[src/rtl/note_sequencer_if.sv]
// note_sequencer_if: beat/play/ROM/note bundle between the score sequencer and its environment
// master: drives beat, play, rom_data; observes rom_addr, note, note_valid, done, busy
// slave:  the sequencer side of the same signals
interface note_sequencer_if #(
  parameter int AddrBits  = 6,
  parameter int PitchBits = 5,
  parameter int DurBits   = 3
);
  logic                         beat;
  logic                         play;
  logic [AddrBits-1:0]          rom_addr;
  logic [DurBits+PitchBits-1:0] rom_data;
  logic [PitchBits-1:0]         note;
  logic                         note_valid;
  logic                         done;
  logic                         busy;
  modport master (output beat, play, rom_data, input rom_addr, note, note_valid, done, busy);
  modport slave (input beat, play, rom_data, output rom_addr, note, note_valid, done, busy);
endinterface

[src/rtl/note_sequencer.sv]
// note_sequencer: steps through a score ROM, holding each pitch for its beat count
// clk      : system clock, rising edge
// clear_n  : synchronous active-low reset
// bus      : slave side of note_sequencer_if (beat, play, rom_addr/rom_data, note, note_valid, done, busy)
module note_sequencer #(
  parameter int AddrBits  = 6,
  parameter int PitchBits = 5,
  parameter int DurBits   = 3,
  parameter bit Loop      = 1'b0
) (
  input logic              clk,
  input logic              clear_n,
  note_sequencer_if.slave  bus
);
  localparam logic [2:0] IDLE  = 3'd0;
  localparam logic [2:0] FETCH = 3'd1;
  localparam logic [2:0] LOAD  = 3'd2;
  localparam logic [2:0] HOLD  = 3'd3;
  localparam logic [2:0] END   = 3'd4;
  logic [2:0]           r_state;
  logic [AddrBits-1:0]  r_addr;
  logic [PitchBits-1:0] r_note;
  logic [DurBits-1:0]   r_rem;
  logic                 r_valid;
  logic                 r_done;
  logic                 r_pend;
  logic [DurBits-1:0]   w_dur;
  logic [PitchBits-1:0] w_pitch;
  logic                 w_tick;
  assign {w_dur, w_pitch} = bus.rom_data;
  // a beat caught during the fetch counts as if it arrived on the first HOLD cycle
  assign w_tick = bus.play && (bus.beat || r_pend);
  assign bus.rom_addr   = r_addr;
  assign bus.note       = r_note;
  assign bus.note_valid = r_valid;
  assign bus.done       = r_done;
  assign bus.busy       = (r_state != IDLE) && (r_state != END);
  always_ff @(posedge clk) begin
    if (!clear_n) begin
      r_state <= IDLE;
      r_addr  <= '0;
      r_note  <= '0;
      r_rem   <= '0;
      r_valid <= 1'b0;
      r_done  <= 1'b0;
      r_pend  <= 1'b0;
    end else begin
      r_done <= 1'b0;
      case (r_state)
        IDLE: r_state <= bus.play ? FETCH : IDLE;
        FETCH: begin
          r_pend  <= r_pend | bus.beat;
          r_state <= LOAD;
        end
        LOAD: begin
          if (w_dur == '0) begin
            r_done  <= 1'b1;
            r_valid <= 1'b0;
            r_addr  <= '0;
            r_pend  <= 1'b0;
            r_state <= Loop ? FETCH : END;
          end else begin
            r_pend  <= r_pend | bus.beat;
            r_note  <= w_pitch;
            r_rem   <= w_dur;
            r_valid <= (w_pitch != '0) && bus.play;
            r_state <= HOLD;
          end
        end
        HOLD: begin
          r_pend  <= 1'b0;
          r_valid <= bus.play && (r_note != '0);
          if (w_tick) begin
            r_rem <= r_rem - 1'b1;
            if (r_rem == DurBits'(1)) begin
              r_addr  <= r_addr + 1'b1;
              r_state <= FETCH;
            end
          end
        end
        END: r_state <= bus.play ? END : IDLE;
        default: r_state <= IDLE;
      endcase
    end
  end
endmodule
[src/flat_wrapper.sv]
// flat-port wrapper written by rule: the top's interface ports become plain ports
module note_sequencer_flat 
#(
  parameter int AddrBits  = 6,
  parameter int PitchBits = 5,
  parameter int DurBits   = 3,
  parameter bit Loop      = 1'b0
)
  (clk, clear_n, bus_beat, bus_play, bus_rom_data, bus_rom_addr, bus_note, bus_note_valid, bus_done, bus_busy);
  note_sequencer_if #(.AddrBits(AddrBits), .PitchBits(PitchBits), .DurBits(DurBits)) bus_i ();
  input logic clk;
  input logic clear_n;
  input wire logic [$bits(bus_i.beat)-1:0] bus_beat;
  input wire logic [$bits(bus_i.play)-1:0] bus_play;
  input wire logic [$bits(bus_i.rom_data)-1:0] bus_rom_data;
  output wire logic [$bits(bus_i.rom_addr)-1:0] bus_rom_addr;
  output wire logic [$bits(bus_i.note)-1:0] bus_note;
  output wire logic [$bits(bus_i.note_valid)-1:0] bus_note_valid;
  output wire logic [$bits(bus_i.done)-1:0] bus_done;
  output wire logic [$bits(bus_i.busy)-1:0] bus_busy;
  assign bus_i.beat = bus_beat;
  assign bus_i.play = bus_play;
  assign bus_i.rom_data = bus_rom_data;
  assign bus_rom_addr = bus_i.rom_addr;
  assign bus_note = bus_i.note;
  assign bus_note_valid = bus_i.note_valid;
  assign bus_done = bus_i.done;
  assign bus_busy = bus_i.busy;
  note_sequencer #(.AddrBits(AddrBits), .PitchBits(PitchBits), .DurBits(DurBits), .Loop(Loop)) u_core (.clk(clk), .clear_n(clear_n), .bus(bus_i));
endmodule
[config.mk]
export PLATFORM = sky130hd
export DESIGN_NAME = note_sequencer_flat
export DESIGN_NICKNAME = d
export VERILOG_FILES = /design/src/rtl/note_sequencer_if.sv /design/src/rtl/note_sequencer.sv /design/src/flat_wrapper.sv
export SDC_FILE = /design/constraint.sdc
export NUM_CORES = 1
export LEC_CHECK = 0
export ABC_AREA = 1
export ABC_CLOCK_PERIOD_IN_PS = 1510
export CAP_MARGIN = 25
export CELL_PAD_IN_SITES_DETAIL_PLACEMENT = 1
export CELL_PAD_IN_SITES_GLOBAL_PLACEMENT = 2
export CORE_UTILIZATION = 27
export CTS_BUF_LIST = sky130_fd_sc_hd__clkbuf_8
export DETAILED_ROUTE_END_ITERATION = 12
export GPL_TIMING_DRIVEN = 1
export PLACE_DENSITY = 0.78
export SYNTH_ARGS = -nofsm -noshare
export SYNTH_HDL_FRONTEND = slang
export SYNTH_SLANG_ARGS = --single-unit
[constraint.sdc]
create_clock -name clk -period 1.51 [get_ports clk]
set_clock_uncertainty 0.1 [all_clocks]
set_input_delay 0.302 -clock clk [delete_from_list [all_inputs] [get_ports clk]]
set_output_delay 0.302 -clock clk [all_outputs]
set_load 0.1 [all_outputs]
---- Word level (Yosys, flattened, before mapping) ----
Index checks and enable logic that the tools add are counted.
cells by class
  muxes and demuxes ....................... 18
  $add $sub $neg .......................... 2
  bitwise logic cells ..................... 2
  reduce and logical (&&, ||, !) cells .... 17
  eq/ne operators ......................... 10
operator list
  operator             count
  $mux 3               6
  $mux 6               3
  $pmux 3 s5           1
  $pmux 6 s2           1
  $reduce_bool 5->1    2
  $add 6x1->6 const B  1
  $eq 3x1->1 const B   2
  $eq 3x2->1 const B   2
  $logic_not 3->1      2
  $ne 2x1->1 const B   3
  $pmux 3 s2           1
  $reduce_and 2->1     3
  $reduce_bool 3->1    2
  $logic_and 1x1->1    4
  $mux 1               4
  $reduce_and 4->1     1
  $eq 3x3->1 const B   1
  $ne 3x3->1 const B   1
  $pmux 1 s3           1
  $reduce_and 3->1     1
  $sub 3x1->3 const B  1
  $ne 2x2->1 const B   1
  $pmux 1 s2           1
  $reduce_bool 2->1    1
  other kinds (3)      3
word-level totals
  input port bits ......................... 12
  register bits after elaboration ......... 20
  logic and storage cells ................. 56

---- Longest topological paths before layout ----
  depth in word-level cells ............... 4
  gate-level depth with buffers ........... 10
  mapped depth without buffers ............ 10

---- Worst setup path before layout ----
OpenSTA, ideal clock, no wires.
  kind .................................... register to register
  start ................................... register u_core.r_addr[1], in the netlist u_core.bus.rom_addr[1]
  end ..................................... register u_core.r_addr[4], in the netlist u_core.bus.rom_addr[4]
  path buffers ............................ 0
  slack ................................... -0.442 ns
  stages on the path, launching flop included .. 8
  arrival ................................. 1.779 ns
  library setup time ...................... 0.073 ns
  path through ............................ dfxtp_1 -> ha_1 -> nand3_1 -> nand2_1 -> nand2_1 -> nor2_1 -> nand3_1 -> a21oi_1
between the ends
  cells in the longest elaborated chain, start to end .. 4
ends and longest elaborated chain
  what                      RTL line              source
  start: declaration        note_sequencer.sv:21  logic [AddrBits-1:0] r_addr;
  start signal: assignment  note_sequencer.sv:76  r_addr <= r_addr + 1'b1;
  $add 6x1->6               note_sequencer.sv:76
  $mux 6                    note_sequencer.sv:75  if (r_rem == DurBits'(1)) begin
  $mux 6                    note_sequencer.sv:73  if (w_tick) begin
  $pmux 6 s2                note_sequencer.sv:49  case (r_state)
Every way passes these cells. The select of a mux whose other input is x is not followed.
A chain may end at the register's enable or synchronous reset.

---- Worst setup path after layout ----
  start ................................... register u_core.r_state[1]
  end ..................................... output port bus_busy
between the ends
  cells in the longest elaborated chain, start to end .. 2
  elaborated cells between the ends (all ways) .. 3
  classes of those cells .................. eq/ne: 1; reduce/logical: 2
ends and longest elaborated chain
  what                                             RTL line              source
  start: declaration                               note_sequencer.sv:20  logic [2:0] r_state;
  start signal: assignment                         note_sequencer.sv:50  IDLE: r_state <= bus.play ? FETCH : IDLE;
  start signal: assignment                         note_sequencer.sv:61  r_state <= Loop ? FETCH : END;
  start signal: assignment                         note_sequencer.sv:81  END: r_state <= bus.play ? END : IDLE;
  $ne 3x3->1 or $reduce_bool 3->1 (tied branches)  note_sequencer.sv:37  assign bus.busy = (r_state != IDLE) && (r_state != END);
  $logic_and 1x1->1 (*)                            note_sequencer.sv:37
  end: declaration                                 flat_wrapper.sv:20    output wire logic [$bits(bus_i.busy)-1:0] bus_busy;
Every way passes the cells marked *; elsewhere a longest branch is shown, timed or not.

==> impl_metrics.yaml <==
routing:
  first_iter_violations: 24
  vias: 1116
  wirelength_um: 3010
  ant_nets: 0
  drc: 0
  drtPass1Iterations: 3
  routedWlPerCell_um: 12.4
  routed_via_density: 4.61
synthesis:
  netlist_instances: 152
  synthTopCellsByArea: "dfxtp_1 38%, nor2_1 12%, nand2_1 7.5%"
  synthDistinctLibCells: 23
  ys_seq_elements: 20
  yosys_warnings: 0
  synth_fp_nets: 167
  syn_area_per_cell_sq_um: 6.94
  synth_seq_area_share_pct: 38.0
  synth_area_leader_cell: "dfxtp_1"
  syn_area_sq_um: 1050
  synth_top_area_share_pct: 38.0
timing:
  worst_pin_slew_ns: 0.338
  period_share_pct: 97.7
  finalSetupViolCount: 0
  slew_viol_final: 0
  hold_violations: 0
  rsz0062_at_grt: "true"
  max_freq_mhz: 678
  layout_min_cycle_time_ns: 1.47
  relSlewSlack_pct: 77.3
floorplan:
  die_w_um: 64.5
  rows: 22
  ios: 26
  core_sq_um: 3720
  die_area_sq_um: 4160
  initial_utilization_pct: 28.4
  die_h_um: 64.5
hold_path:
  hold_path_end: "u_core.r_rem[1]"
  worstHoldStart: "bus_rom_data[6]"
  hp-class: "input port to flip-flop"
  whs_path_depth: 5
global_route:
  grt_use_total_pct: 16.2
  grt_pass1_vias: 1174
  grt_max_degree: 12
  antenna_found_initial: 0
  overflow: 0
  grt_pass1_wl_um: 5200
clocking:
  htree_levels: 1
  clock_latency_ns: 0.26
  numCtsBuffers: 3
  cts_tree: "yes"
  cts.clk_slew.worst_paths_ns: 0.08
  root_buffer: "clkbuf_8"
  clk_path_buf_depth: 2
  cts_sinks: 20
  hold_buffers: 0
layout:
  nets: 210
  area_growth_syn_to_layout_pct: 65.0
  final_layout_size_suffix_gt1_share_pct: 39.2
  layout_commonest_cell: "nor2_1"
  fin_area_sq_um: 1740
  final_cell_mix: "30 x nor2_1, 19 x nand2_1"
  n_antenna_cell: 0
critical_path:
  worstSetupPathType: "flip-flop to primary output"
  reg2reg_to: "u_core.bus.rom_addr[3]"
  cp.required_ns: 1.11
  path_max_fanout: 3
  cp-end-kind: "primary output"
  reg2reg_depth: 10
  cp.arrival_ns: 1.07
  ff2ff_setup_slack_ns: 0.12
  r2r-start: "u_core.r_rem[1]"
  cp-start-kind: "flip-flop"
placed_design:
  io_buffers: 25
  hpwl_um: 2430
  place_congestion: 0.759
  placed_area_sq_um: 1590
status:
  status: "finished, final reports clean"
pwr:
  clkPwrFrac_pct: 23.4
  swShare_pct: 38.6
  comb_power_share_pct: 40.5
  ir_drop_v: 0.000413
  power.density_nw_per_um2: 1020
  p_seq_share_pct: 36.1
  switchingPower_uw: 687
  leakagePower_uw: 0.000703
  power_uw: 1780
  intPower_uw: 1090
run:
  maxCapViolations: 0
-- area by class of cell --
type	instances	area (sq um)
Clock buffer	4	55.1
Fill cell	453	1980
Inverter	22	86.3
Multi-Input combinational cell	109	624
Sequential cell	20	418
Tap cell	48	60.1
Timing Repair Buffer	39	497
-- through the flow --
stage / setup TNS [ns] / instances / hold WS [ns] / worst slack (ns) / util (%)
3_3_place_gp: -2.61 / 234 / 0.388 / -0.246 / 42.9
4_1_cts: 0 / 239 / 0.405 / 0.00269 / 45.1
5_1_grt: -0.0484 / 242 / 0.392 / -0.0255 / 46.8
2_1_floorplan: -0.0894 / 152 / 0.367 / -0.0727 / -
6_report: 0 / 242 / 0.361 / 0.0353 / 46.8
3_5_place_dp: -3.39 / 234 / 0.394 / -0.310 / 42.9
-- sequential cells by signal (all words and copies together) (netlist names) --
register and cells:
u_core.bus.done 1, u_core.bus.note 5, u_core.bus.note_valid 1, u_core.bus.rom_addr 6, u_core.r_pend 1, u_core.r_rem 3
u_core.r_state 3
-- worst max-delay path, cell delays in order, from the launching register on --
cell        delay (ns)
dfxtp_2           0.36
nor2_4            0.15
clkinvlp_4        0.13
buf_12            0.17
-- synthesized netlist by cell type (all sizes together) --
cell,n
a21oi,10
nor2,35
nor3,2
dfxtp,20
nand4,1
xnor2,2
buf,1
ha,3
nand3,13
o21ai,12
clkinv,1
nand2,29
a31oi,2
inv,21
-- worst max-delay path by stage --
stage / from / end / slack [ns] / depth (start not counted)
after CTS: bus_rom_data[6] / u_core.bus.rom_addr[0] / 0.003 / 8
after global routing: u_core.r_state[1] / bus_busy / -0.03 / 3
after global placement: bus_rom_data[6] / u_core.bus.rom_addr[3] / -0.25 / 7
after floorplan: u_core.bus.rom_addr[1] / u_core.bus.rom_addr[4] / -0.07 / 7
final: u_core.r_state[1] / bus_busy / 0.04 / 3
after detailed placement: bus_rom_data[6] / u_core.bus.rom_addr[3] / -0.31 / 7
-- layer usage --
layer  wire length, um  vias to the layer above  GRT usage (%)
li1                  -                      565              -
met1              1350                      531           19.2
met2              1540                       16           29.6
met3                92                        4           4.23
met4                29                        0           2.50
met5                 0                        -              0
-- power groups by stage --
stage | Combinational [uW] | Clock (uW) | Sequential (uW)
floorplan | 265 | 0 | 801
global placement | 676 | 0 | 643
detailed placement | 689 | 0 | 647
CTS | 701 | 427 | 638
global route | 773 | 467 | 653
finish | 720 | 417 | 643
-- kinds of logic after synthesis --
logic type	synth area share (%)
AOI/OAI and AO/OA	13.0
xor gates and xnor gates	1.66
adders and majority gates	3.56
buffers and inverters	8.54
DFF	38.0
and+or+nand+nor	35.2
-- what timing repair did --
item                       4_1_cts  5_1_grt
pin swaps                        4       10
resized for setup                7       14
setup endpoints to repair        3       15
buffers inserted                 1        3
No activity file was read; power rests on OpenSTA's default activity.
